## src/rtl/game_screen_ctrl.sv

```systemverilog
// Screen sequencer for the VGA maze game: picks the active screen once per frame,
// tracks lives, times the scare interval and cycles the game-over text colour.
module game_screen_ctrl #(
  parameter int unsigned LIVES        = 3,
  parameter int unsigned SCARE_FRAMES = 120,
  parameter int unsigned COLOR_FRAMES = 30
) (
  input  logic       clk,
  input  logic       reset,
  input  logic       video_on,
  input  logic [9:0] pixel_x,
  input  logic [9:0] pixel_y,
  input  logic       start_btn,
  input  logic       collision,
  input  logic       goal,
  input  logic [2:0] rgb_title,
  input  logic [2:0] rgb_maze,
  input  logic [2:0] rgb_scare,
  input  logic [2:0] rgb_gameover,
  input  logic [2:0] rgb_win,
  output logic [2:0] rgb,
  output logic [2:0] state,
  output logic [1:0] lives,
  output logic [2:0] gameover_color
);

  localparam logic [2:0] StTitle    = 3'd0;
  localparam logic [2:0] StPlay     = 3'd1;
  localparam logic [2:0] StScare    = 3'd2;
  localparam logic [2:0] StGameover = 3'd3;
  localparam logic [2:0] StWin      = 3'd4;

  localparam logic [1:0] LivesInit = 2'(LIVES);
  localparam logic [7:0] ScareLast = 8'(SCARE_FRAMES - 1);
  localparam logic [7:0] ColorLast = 8'(COLOR_FRAMES - 1);
  localparam logic [2:0] ColorInit = 3'b001;

  logic [2:0] state_q, state_d;
  logic [1:0] lives_q, lives_d;
  logic [7:0] frame_cnt_q, frame_cnt_d;
  logic [7:0] color_cnt_q, color_cnt_d;
  logic [2:0] color_q, color_d;
  logic       pending_q, pending_d;
  logic       origin_q;
  logic       start_q;
  logic [2:0] rgb_q;
  logic [2:0] rgb_sel;

  logic at_origin;
  logic tick;
  logic start_rise;

  // Coordinates dwell several clocks per pixel, so only the first (0,0) clock is the tick.
  assign at_origin  = (pixel_x == 10'd0) && (pixel_y == 10'd0);
  assign tick       = at_origin && !origin_q;
  assign start_rise = start_btn && !start_q;

  always_comb begin
    state_d     = state_q;
    lives_d     = lives_q;
    frame_cnt_d = frame_cnt_q;
    color_cnt_d = color_cnt_q;
    color_d     = color_q;
    pending_d   = pending_q;
    if (tick) begin
      // Every tick consumes the pending start, whether or not the screen can use it.
      pending_d = 1'b0;
      case (state_q)
        StTitle: begin
          if (pending_q) begin
            state_d     = StPlay;
            lives_d     = LivesInit;
            frame_cnt_d = 8'd0;
          end
        end
        StPlay: begin
          if (collision) begin
            state_d     = StScare;
            lives_d     = (lives_q != 2'd0) ? lives_q - 2'd1 : 2'd0;
            frame_cnt_d = 8'd0;
          end else if (goal) begin
            state_d = StWin;
          end
        end
        StScare: begin
          if (frame_cnt_q == ScareLast) begin
            frame_cnt_d = 8'd0;
            if (lives_q == 2'd0) begin
              state_d     = StGameover;
              color_d     = ColorInit;
              color_cnt_d = 8'd0;
            end else begin
              state_d = StPlay;
            end
          end else begin
            frame_cnt_d = frame_cnt_q + 8'd1;
          end
        end
        StGameover: begin
          if (pending_q) begin
            state_d = StTitle;
          end else if (color_cnt_q == ColorLast) begin
            color_cnt_d = 8'd0;
            color_d     = (color_q == 3'b111) ? 3'b001 : color_q + 3'd1;
          end else begin
            color_cnt_d = color_cnt_q + 8'd1;
          end
        end
        StWin: begin
          if (pending_q) begin
            state_d = StTitle;
          end
        end
        default: state_d = StTitle;
      endcase
    end
    // A press landing on the tick clock is kept for the following tick.
    if (start_rise) begin
      pending_d = 1'b1;
    end
  end

  always_comb begin
    rgb_sel = 3'b000;
    case (state_q)
      StTitle:    rgb_sel = rgb_title;
      StPlay:     rgb_sel = rgb_maze;
      StScare:    rgb_sel = rgb_scare;
      StGameover: rgb_sel = rgb_gameover;
      StWin:      rgb_sel = rgb_win;
      default:    rgb_sel = 3'b000;
    endcase
  end

  always_ff @(posedge clk or negedge reset) begin
    if (!reset) begin
      state_q     <= StTitle;
      lives_q     <= LivesInit;
      frame_cnt_q <= 8'd0;
      color_cnt_q <= 8'd0;
      color_q     <= ColorInit;
      pending_q   <= 1'b0;
      origin_q    <= 1'b0;
      start_q     <= 1'b0;
      rgb_q       <= 3'b000;
    end else begin
      state_q     <= state_d;
      lives_q     <= lives_d;
      frame_cnt_q <= frame_cnt_d;
      color_cnt_q <= color_cnt_d;
      color_q     <= color_d;
      pending_q   <= pending_d;
      origin_q    <= at_origin;
      start_q     <= start_btn;
      rgb_q       <= video_on ? rgb_sel : 3'b000;
    end
  end

  assign rgb            = rgb_q;
  assign state          = state_q;
  assign lives          = lives_q;
  assign gameover_color = color_q;

endmodule

```

## config.mk

```make
export PLATFORM = sky130hd
export DESIGN_NAME = game_screen_ctrl
export DESIGN_NICKNAME = d
export VERILOG_FILES = /design/src/rtl/game_screen_ctrl.sv
export SDC_FILE = /design/constraint.sdc
export NUM_CORES = 1
export LEC_CHECK = 0
export BUFFER_PORTS_ARGS = -buffer_cell sky130_fd_sc_hd__buf_2
export CAP_MARGIN = 20
export CORE_ASPECT_RATIO = 0.5
export CORE_UTILIZATION = 50
export DETAILED_ROUTE_END_ITERATION = 8
export PLACE_DENSITY = 0.83
export SYNTH_ARGS = -nofsm -noshare
export SYNTH_HDL_FRONTEND = slang
export SYNTH_SLANG_ARGS = --single-unit
```

## constraint.sdc

```tcl
create_clock -name clk -period 3.8 [get_ports clk]
set_input_delay 0 -clock clk [delete_from_list [all_inputs] [get_ports clk]]
set_output_delay 0 -clock clk [all_outputs]
set_load 0.02 [all_outputs]
```

==> key figures, run 1 <==
GRT
  – Congestion Overflow GR: 0
  – Number of antenna violations at the first check in global routing: 0
  – Overall fraction of global-route tracks in use: 0.2279
  – Via count of the first global-routing pass: about 1.6k
  – Largest net degree at the start of global routing: 31
  – Global-route wire length before repair: around 6800 µm

STA
  – Total setup violations reported at the end of the flow: 0
  – Worst Clk Skew: 0.009376 ns
  – Number of slew-limit violations in the final report: 0
  – Final Critical Period: 2.310 ns
  – Number of hold-slack violations in the final timing report: 0
  – Timing-limited maximum frequency: around 430 MHz
  – Relative slew margins: 0.5514
  – Worst Max-Slew Pin Slew: 0.6730 ns
  – Final sum of negative setup slack: 0 ns
  – Final worst slack: 1.490 ns
  – Post-route clock period utilization: 0.6079
  – Unrepaired setup endpoints after global routing: no

Synth
  – Predominant post-synthesis flop cell: sky130_fd_sc_hd__dfrtp_1
  – Number of synthesis warnings: 0
  – Mux share of post-synthesis cell area: 0.07454
  – Combinational family with the most area after synthesis: simple AND/OR/NAND/NOR gates
  – Complex-gate fraction of the synthesized area: 0.1807
  – Register area share after synthesis: 0.3978
  – Area share of and/or/nand/nor cells after synthesis: 0.2830
  – Xor/xnor cell area share of the yosys netlist: 0
  – Share of synthesized flip-flops with an asynchronous set or reset: 1.000
  – Number of instances in the synthesized netlist: 200
  – Fraction of post-synthesis cell area in the top cell type by area: 0.3562
  – Post-synth design cell area: ~1900 µm²
  – Cell type contributing the most total cell area after synthesis: sky130_fd_sc_hd__dfrtp_1
  – Post-synthesis share of cell area spent on full adders, half adders and majority gates: 0.03298
  – Library cells used by synthesis: 46
  – Number of synthesized flops with an enable pin: 0
  – Flops & latches, synth: 30
  – Synth area leaders: sky130_fd_sc_hd__dfrtp_1 36%, sky130_fd_sc_hd__o21ai_0 7.4%, sky130_fd_sc_hd__dfstp_2 4.2%
  – Syn_nets: about 250
  – Mean area per synthesized cell: 9.484 µm²

Cells and area
  – Count of filler cells inserted in the layout: 296
  – Most frequent standard cell in the layout excluding fill and tap cells: sky130_fd_sc_hd__buf_2
  – Fraction of final layout cells with drive strength greater than 1: 0.3140
  – Final Non-Filler Cells: approximately 310
  – Inserted Diodes: 0
  – Area growth from synthesis to final layout: 23.09%
  – # nets final: roughly 300
  – Final Util: 0.6617
  – Most frequent cells in the layout: 51 x sky130_fd_sc_hd__buf_2, 28 x sky130_fd_sc_hd__o21ai_0, 27 x sky130_fd_sc_hd__dfrtp_1

Clock tree
  – Clock tree from TritonCTS: built
  – Total clock sinks: 30
  – Clock network latency to the later pin of the worst-skew pair: between 0.2 and 0.3 ns
  – CTS H-Tree Depth: 2
  – Hold-fix buffers at CTS: 6
  – Number of buffers added for setup after CTS: 0
  – CTS buffer count: 5
  – Clk root buf: sky130_fd_sc_hd__clkbuf_8
  – CTS Buffer Depth: 2
  – Clock input transition at the sequential cells of the worst setup and hold paths: ~0.070 ns
  – Number of resized instances in the post-cts repair step: 0

Setup path
  – Critical Setup Path Class: flop to flop
  – Terminus of the critical flop-to-flop path: gameover_color[2]$_DFFE_PN0P_
  – Setup slack, reg-to-reg: approximately 1.5 ns
  – Startpoint kind of the worst setup timing path: flop
  – Crit path to: gameover_color[2]$_DFFE_PN0P_
  – Endpoint required time on the critical path: around 4 ns
  – Highest fanout seen on the critical path: 23
  – Reg2reg start: state[1]$_DFFE_PN0P_
  – Data arrival time of the worst path: roughly 2.5 ns
  – Worst R2R Path Depth: 5
  – Origin of the worst setup path: state[1]$_DFFE_PN0P_
  – CP endpoint kind: flop

Route
  – Final Routed Wirelength: between 4000 and 5000 µm
  – First drt pass iteration count: 4
  – DR vias: approximately 1.7k
  – Total length of routed met3 wires: 191 µm
  – Iter 0 DRT Violations: 85
  – Post-route DRC: 0
  – Post-route antenna net violation count: 0
  – Routed length on met2: slightly below 2000 µm
  – Max layer used: met4
  – Length of routed wiring on met1: 1949 µm
  – Average wire length per cell after detail routing: between 10 and 15 µm
  – Vias per Instance: about 5.6

Floorplanning
  – Die footprint: between 4000 and 5000 µm²
  – Die height: 45.55 µm
  – Ports placed on the boundary: 52
  – Die X: 89.11 µm
  – Row count: 15
  – Standard cell core area: 3528 µm²
  – Effective utilization at floorplan: 0.5376

Hold path
  – Worst hold path depth: 3
  – HP Class: input pin to flop

Placement
  – Routability-driven placement congestion ratio: between 0.8 and 0.9
  – DP Cell Count: slightly below 300
  – Placement Setup Slack: about 1.5 ns
  – HPWL after detailed placement: about 3100 µm
  – Port Buffer Count: just over 50

Pwr
  – Pwr/cell area: between 200 and 300 nW/µm²
  – Worst IR Drop VDD: 0.0001467 V
  – LEAKAGE: 1.071 nW

Flow run
  – Number of violations of the max-capacitance limit: 0

Status
  – Status: finished clean
==> state kept, by name (all words and copies together) (netlist names) <==
register	cells
color_cnt_q	8
frame_cnt_q	8
gameover_color	3
rgb	3
state	3
lives	2
origin_q	1
pending_q	1
start_q	1
==> logic make-up after synthesis <==
logic type,count (synthesis)
and+or+nand+nor,85
AOI/OAI and AO/OA,56
adders and majority gates,5
DFF,30
buffers and inverters,13
muxes,11
==> layer usage <==
layer  global-route usage  vias up
li1                     -      853
met1               0.2922      823
met2               0.3832       36
met3              0.06703        3
met4              0.06349        0
met5                    0        -
==> power by group <==
part           switching (mW)  total (mW)  internal [mW]
Clock                   0.125       0.270          0.145
Sequential           0.000587       0.322          0.322
Combinational          0.0233      0.0489         0.0256
Total                   0.149       0.642          0.493
==> through the flow <==
step	hold slack, ns	instance area [µm²]	power, mW
after floorplan	-0.2956	1897	0.3401
after global placement	0.06898	2180	0.3721
after detailed placement	0.08032	2180	0.3735
after CTS	0.001859	2335	0.6480
after global routing	0.006433	2335	0.6678
final	0.005495	2335	0.6417
==> worst max-delay path, stage by stage, from the launching register on <==
cell	delay (ns)
sky130_fd_sc_hd__dfrtp_1	0.63
sky130_fd_sc_hd__nor3b_1	0.30
sky130_fd_sc_hd__o21a_2	0.20
sky130_fd_sc_hd__or4_4	0.55
sky130_fd_sc_hd__a21o_4	0.23
sky130_fd_sc_hd__mux2_4	0.29
==> how the worst min path moves through the flow <==
stage               slack, ns                         end        from
floorplan               -0.30  color_cnt_q[0]$_DFFE_PN0P_       reset
global placement         0.07       pending_q$_DFFE_PN0P_       reset
detailed placement       0.08       pending_q$_DFFE_PN0P_       reset
CTS                     0.002          origin_q$_DFF_PN0_  pixel_x[9]
global route            0.006          origin_q$_DFF_PN0_  pixel_x[8]
finish                  0.005          origin_q$_DFF_PN0_  pixel_x[8]
==> cell usage after synthesis, types with 5 or more instances <==
| cell | instances |
|---|---|
| sky130_fd_sc_hd__o21ai_0 | 28 |
| sky130_fd_sc_hd__dfrtp_1 | 27 |
| sky130_fd_sc_hd__nand2_1 | 18 |
| sky130_fd_sc_hd__nor2_1 | 14 |
| sky130_fd_sc_hd__nand3_1 | 8 |
| sky130_fd_sc_hd__a21oi_1 | 7 |
| sky130_fd_sc_hd__inv_1 | 6 |
| sky130_fd_sc_hd__and3_1 | 5 |
| sky130_fd_sc_hd__ha_1 | 5 |
| sky130_fd_sc_hd__nand2b_1 | 5 |
| sky130_fd_sc_hd__nor2b_1 | 5 |
| sky130_fd_sc_hd__nor3_1 | 5 |
==> area by class of cell <==
class,count,area (µm²),share of cell area
flip-flops and latches,30,754.5,0.3232
inverters,6,22.52,0.009646
well taps,51,63.81,0.02733
clock buffers,6,82.58,0.03537
clock inverters,2,12.51,0.005359
repair buffers,57,315.3,0.1350
multi-input cells,157,1084,0.4641
Note: power is estimated with default switching activity, not from simulation.
==> run 2, diff against run 1 <==
--- a/config.mk
+++ b/config.mk
@@ -8,9 +8,9 @@
 export BUFFER_PORTS_ARGS = -buffer_cell sky130_fd_sc_hd__buf_2
 export CAP_MARGIN = 20
 export CORE_ASPECT_RATIO = 0.5
-export CORE_UTILIZATION = 50
+export CORE_UTILIZATION = 47
 export DETAILED_ROUTE_END_ITERATION = 8
-export PLACE_DENSITY = 0.83
+export PLACE_DENSITY = 0.82
 export SYNTH_ARGS = -nofsm -noshare
 export SYNTH_HDL_FRONTEND = slang
 export SYNTH_SLANG_ARGS = --single-unit
==> constraint.sdc (replaced) <==
create_clock -name clk -period 2.05 [get_ports clk]
set_input_delay 0 -clock clk [delete_from_list [all_inputs] [get_ports clk]]
set_output_delay 0 -clock clk [all_outputs]
set_load 0.02 [all_outputs]
==> run 2 against run 1 <==
Effect of this change: cell count up 6.1%; largest power group is now clock; setup slack lost 1.5 ns; critical path type unchanged; via count grew 10%; power increased by 100%; die area grew 6.2%; largest cell class unchanged; fmax is 14% higher; worst hold slack better by 0.0041 ns; sequential power is 86% higher.
==> key figures, run 2 (same netlist as run 1, synthesis figures left out) <==
Route
  – Post-route DRC: 0
  – First drt pass iteration count: 5
  – Iter 0 DRT Violations: 76
  – Post-route antenna net violation count: 0
  – Final Routed Wirelength: between 4000 and 5000 µm
  – Average wire length per cell after detail routing: between 10 and 15 µm
  – Vias per Instance: around 5.8
  – DR vias: between 1.5k and 2k

Setup path
  – Startpoint kind of the worst setup timing path: flop
  – CP endpoint kind: flop
  – Stage delay of the slowest cell on the critical path: roughly 0.49 ns
  – Slowest stage cell, crit path: sky130_fd_sc_hd__or4_4
  – Data arrival time of the worst path: between 2 and 2.5 ns
  – Crit path cell chain: ha_2, nand4bb_1, o21a_2, or4_4, a21o_4, mux2_4
  – Family with the most delay on the worst path: simple AND/OR/NAND/NOR gates
  – Highest fanout seen on the critical path: 3
  – Endpoint required time on the critical path: 2.23 ns
  – Critical Setup Path Class: flop to flop
  – Setup slack, reg-to-reg: 0.02 ns
  – Buffer and inverter count on the worst path: 0

STA
  – Final worst slack: between 0.02 and 0.025 ns
  – Worst Max-Slew Pin Slew: 0.6878 ns
  – Final Critical Period: roughly 2.0 ns
  – Final sum of negative setup slack: 0 ns
  – Hold Worst Slack: 0.009600 ns
  – Number of hold-slack violations in the final timing report: 0
  – Unrepaired setup endpoints after global routing: yes
  – Post-route clock period utilization: 0.9895
  – Total setup violations reported at the end of the flow: 0
  – Number of slew-limit violations in the final report: 0
  – Worst Clk Skew: 0.004090 ns
  – Timing-limited maximum frequency: 493.0 MHz
  – Relative slew margins: 0.5415

Cells and area
  – Fraction of final layout cells with drive strength greater than 1: 0.3718
  – Most frequent standard cell in the layout excluding fill and tap cells: sky130_fd_sc_hd__buf_2
  – Most frequent cells in the layout: 51 x sky130_fd_sc_hd__buf_2, 27 x sky130_fd_sc_hd__dfrtp_1, 24 x sky130_fd_sc_hd__o21ai_0
  – Final Non-Filler Cells: 328
  – Area growth from synthesis to final layout: 31.99%
  – Count of filler cells inserted in the layout: ~290
  – Final Util: 0.6876
  – Inserted Diodes: 0
  – Combined area of the multi-input logic cells: between 1000 and 1500 µm²
  – # nets final: 322
  – Biggest regs: color_cnt_q: 8 flops, frame_cnt_q: 8 flops
  – Register area: roughly 750 µm²

Floorplanning
  – Effective utilization at floorplan: 0.5210
  – Die X: between 90 and 100 µm
  – Die footprint: 4309 µm²
  – Row count: 15
  – Standard cell core area: between 3000 and 4000 µm²
  – Ports placed on the boundary: 52
  – Die height: 46.92 µm

Placement
  – Placement Setup Slack: around 0.012 ns
  – Routability-driven placement congestion ratio: around 0.9
  – Port Buffer Count: 51
  – DP Cell Count: between 300 and 400
  – HPWL after detailed placement: between 3000 and 4000 µm

GRT
  – Via count of the first global-routing pass: 1712
  – Congestion Overflow GR: 0
  – Global-route wire length before repair: slightly below 8000 µm
  – Number of antenna violations at the first check in global routing: 0
  – Overall fraction of global-route tracks in use: 0.2410
  – Largest net degree at the start of global routing: 31

Clock tree
  – Number of buffers added for setup after CTS: 0
  – Total clock sinks: 30
  – Clock tree from TritonCTS: built
  – Clock input transition at the sequential cells of the worst setup and hold paths: around 0.070 ns
  – Clock network latency to the later pin of the worst-skew pair: roughly 0.29 ns
  – CTS Buffer Depth: 2
  – CTS H-Tree Depth: 2
  – Clk root buf: sky130_fd_sc_hd__clkbuf_8
  – CTS buffer count: 5

Pwr
  – Worst IR Drop VDD: slightly above 0.0003 V
  – LEAKAGE: 1.176 nW
  – Pwr/cell area: just over 500 nW/µm²

Flow run
  – Number of violations of the max-capacitance limit: 0

Hold path
  – HP Class: input pin to flop

Status
  – Status: finished clean
[run 2: cell types whose count changed in the layout (fill, tap and decap cells not counted), sizes merged]
cell / previous run / this run
clkinv: 1 / 2
bufinv: 0 / 1
clkinvlp: 1 / 0
buf: 51 / 70
clkbuf: 6 / 5
[run 2: what timing repair did]
item / CTS / global route
hold buffers: 6 / 0
endpoints found under the setup margin: 0 / 6
gates resized for setup: 0 / 5
endpoints found under the hold margin: 34 / 0
[run 2: report_power, final]
part	switching [mW]	internal [mW]
Clock	0.242	0.357
Sequential	0.000988	0.597
Combinational	0.0450	0.0475
Total	0.288	1.00
[run 2: layout make-up]
type	instances	area share
Multi-Input combinational cell	157	0.4378
Clock inverter	3	0.01599
Tap cell	51	0.02549
Timing Repair Buffer	76	0.1829
Clock buffer	5	0.02749
Inverter	6	0.008996
Sequential cell	30	0.3013
[run 2: per-stage QoR]
step | total power, mW | instance area, µm²
floorplan | 0.6305 | 1899
global placement | 0.6892 | 2325
detailed placement | 0.6929 | 2325
CTS | 1.293 | 2494
global route | 1.326 | 2504
finish | 1.289 | 2504
[run 2: final timing paths]
| check | endpoint | from | cells past startpoint |
|---|---|---|---|
| worst max-delay path | gameover_color[1]$_DFFE_PN0P_ | frame_cnt_q[0]$_DFFE_PN0P_ | 6 |
| worst min-delay path | origin_q$_DFF_PN0_ | pixel_x[8] | 3 |
| worst max register to register | gameover_color[1]$_DFFE_PN0P_ | frame_cnt_q[0]$_DFFE_PN0P_ | 6 |
| worst min register to register | pending_q$_DFFE_PN0P_ | start_q$_DFF_PN0_ | 1 |
| max in group asynchronous | color_cnt_q[0]$_DFFE_PN0P_ | reset | 2 |
| min in group asynchronous | start_q$_DFF_PN0_ | reset | 2 |
[run 2: per-layer routing]
layer | up-vias | share of wire | global-route usage
met3 | 12 | 0.046 | 0.04531
li1 | 889 | - | -
met1 | 916 | 0.45 | 0.2987
met2 | 71 | 0.48 | 0.4358
met4 | 0 | 0.021 | 0.1031
met5 | - | 0 | 0
[run 2: tightest hold or removal path, cell delays in order]
cell and delay [ns]:
sky130_fd_sc_hd__buf_2 0.08, sky130_fd_sc_hd__or4_4 0.14, sky130_fd_sc_hd__nor2_1 0.05
==> run 3, diff against run 2 <==
--- a/config.mk
+++ b/config.mk
@@ -10,7 +10,7 @@
 export CORE_ASPECT_RATIO = 0.5
 export CORE_UTILIZATION = 47
 export DETAILED_ROUTE_END_ITERATION = 8
-export PLACE_DENSITY = 0.82
+export PLACE_DENSITY = 0.76
 export SYNTH_ARGS = -nofsm -noshare
 export SYNTH_HDL_FRONTEND = slang
 export SYNTH_SLANG_ARGS = --single-unit
==> run 3 against run 2 <==
Effect of this change: clock power fell by 23%; combinational power shrank 0.5%; setup slack barely moved; final area down 0.65%; critical path depth stayed put; sequential share of layout area is 0.20 points higher; clock skew up 0.0046 ns; largest power group is now registers; first-iteration DRC count increased by 12%; global-route usage fell by 0.084 points; count of clock-buffer cells in the layout rose by 3; power down 11%.
==> key figures, run 3 (same netlist as run 1, synthesis figures left out) <==
Floorplanning
  – Standard cell core area: ~3600 µm²
  – Die footprint: 4309 µm²
  – Die height: 46.92 µm
  – Die X: slightly above 90 µm
  – Ports placed on the boundary: 52
  – Row count: 15
  – Effective utilization at floorplan: 0.5210

Cells and area
  – Final non-filler cell area: roughly 2500 µm²
  – # nets final: about 330
  – Biggest regs: color_cnt_q: 8 flops, frame_cnt_q: 8 flops
  – Inserted Diodes: 0
  – Area growth from synthesis to final layout: 31.13%
  – Final Non-Filler Cells: around 330
  – Most frequent standard cell in the layout excluding fill and tap cells: sky130_fd_sc_hd__buf_2
  – Count of filler cells inserted in the layout: between 200 and 300
  – Final Util: 0.6832
  – Fraction of final layout cells with drive strength greater than 1: 0.3607
  – Most frequent cells in the layout: 51 x sky130_fd_sc_hd__buf_2, 27 x sky130_fd_sc_hd__dfrtp_1, 25 x sky130_fd_sc_hd__o21ai_0

STA
  – Worst Max-Slew Pin Slew: approximately 0.71 ns
  – Worst Clk Skew: 0.008669 ns
  – Final Critical Period: 2.029 ns
  – Timing-limited maximum frequency: roughly 490 MHz
  – Post-route clock period utilization: 0.9896
  – Number of slew-limit violations in the final report: 0
  – Total setup violations reported at the end of the flow: 0
  – Unrepaired setup endpoints after global routing: yes
  – Hold Worst Slack: 0.01365 ns
  – Number of hold-slack violations in the final timing report: 0
  – Relative slew margins: 0.5275

Setup path
  – Critical Setup Path Class: flop to flop
  – Endpoint required time on the critical path: ~2.2 ns
  – Worst R2R Path Depth: 6
  – Crit path cell chain: ha_2, nand4bb_1, o21a_2, or4_4, a21o_4, mux2_4
  – Startpoint kind of the worst setup timing path: flop
  – Data arrival time of the worst path: between 2 and 2.5 ns
  – Stage delay of the slowest cell on the critical path: a little over 0.5 ns
  – CP endpoint kind: flop
  – Slowest stage cell, crit path: sky130_fd_sc_hd__or4_4
  – Family with the most delay on the worst path: simple AND/OR/NAND/NOR gates
  – Setup slack, reg-to-reg: ~0.021 ns
  – Logic depth of the worst setup path including buffers: 6
  – Highest fanout seen on the critical path: 3
  – Buffer and inverter count on the worst path: 0

Clock tree
  – Clock network latency to the later pin of the worst-skew pair: between 0.2 and 0.3 ns
  – Clock input transition at the sequential cells of the worst setup and hold paths: 0.06 ns
  – CTS H-Tree Depth: 2
  – CTS Buffer Depth: 2
  – Clock tree from TritonCTS: built
  – Clk root buf: sky130_fd_sc_hd__clkbuf_8
  – CTS buffer count: 5
  – Total clock sinks: 30

Pwr
  – LEAKAGE: 1.167 nW
  – Pwr/cell area: 462.8 nW/µm²
  – Worst IR Drop VDD: ~0.00025 V
  – Power after layout: ~1.2 mW

GRT
  – Via count of the first global-routing pass: about 1.7k
  – Number of antenna violations at the first check in global routing: 0
  – Congestion Overflow GR: 0
  – Global-route wire length before repair: slightly below 8000 µm
  – Largest net degree at the start of global routing: 31
  – Overall fraction of global-route tracks in use: 0.2402

Placement
  – HPWL after detailed placement: ~3400 µm
  – Port Buffer Count: 51
  – Routability-driven placement congestion ratio: 0.8528
  – Post-Place Cell Area: around 2300 µm²
  – DP Cell Count: roughly 320

Status
  – Status: finished clean

Hold path
  – HP Class: input pin to flop
  – Worst hold path depth: 3

Flow run
  – Number of violations of the max-capacitance limit: 0

Route
  – Post-route DRC: 0
  – Vias per Instance: ~5.5
  – Average wire length per cell after detail routing: approximately 14 µm
  – Post-route antenna net violation count: 0
  – DR vias: 1819
  – Final Routed Wirelength: ~4700 µm
  – Iter 0 DRT Violations: between 80 and 90
  – First drt pass iteration count: 4
[run 3: cell count changes in the layout (fill, tap and decap cells not counted), sizes merged]
cell    change
clkinv      -2
bufinv      -1
clkbuf      +3
buf         +3
[run 3: timing repair]
item | 4_1_cts | 5_1_grt
resized for setup | 0 | 2
hold endpoints to repair | 33 | 0
hold buffers | 6 | 0
endpoints found under the setup margin | 0 | 8
setup buffers | 0 | 1
[run 3: area by class of cell]
type                            count  area (µm²)  share of cell area
Sequential cell                    30       754.5              0.3033
Multi-Input combinational cell    157        1086              0.4366
Inverter                            6       22.52            0.009054
Clock buffer                        8       80.08             0.03219
Timing Repair Buffer               79       480.5              0.1932
Tap cell                           51       63.81             0.02565
[run 3: final timing paths]
path                                             from                            end
max                        frame_cnt_q[0]$_DFFE_PN0P_  gameover_color[2]$_DFFE_PN0P_
min                                         collision           state[1]$_DFFE_PN0P_
max reg2reg                frame_cnt_q[0]$_DFFE_PN0P_  gameover_color[2]$_DFFE_PN0P_
min reg2reg                         start_q$_DFF_PN0_          pending_q$_DFFE_PN0P_
max in group asynchronous                       reset     color_cnt_q[7]$_DFFE_PN0P_
min in group asynchronous                       reset              start_q$_DFF_PN0_
[run 3: worst min-delay path, cell delays in order]
cell and delay [ns]:
sky130_fd_sc_hd__buf_2 0.13, sky130_fd_sc_hd__nand2_1 0.06, sky130_fd_sc_hd__o31ai_1 0.06
[run 3: layer usage]
layer,GRT usage,wire (µm)
met3,0.05663,241
met4,0.09063,61
met5,0,0
met2,0.4075,2176
met1,0.3126,2211
[run 3: power breakdown]
group          internal, mW  switching (mW)
Clock                 0.241           0.221
Sequential            0.597        0.000917
Combinational        0.0468          0.0451
[run 3: through the flow]
step / TNS, ns / setup WS (ns)
floorplan: -0.4079 / -0.1401
CTS: 0 / 0.01628
finish: 0 / 0.02141
global route: -0.2369 / -0.07459
global placement: 0 / 0.08731
detailed placement: 0 / 0.03997
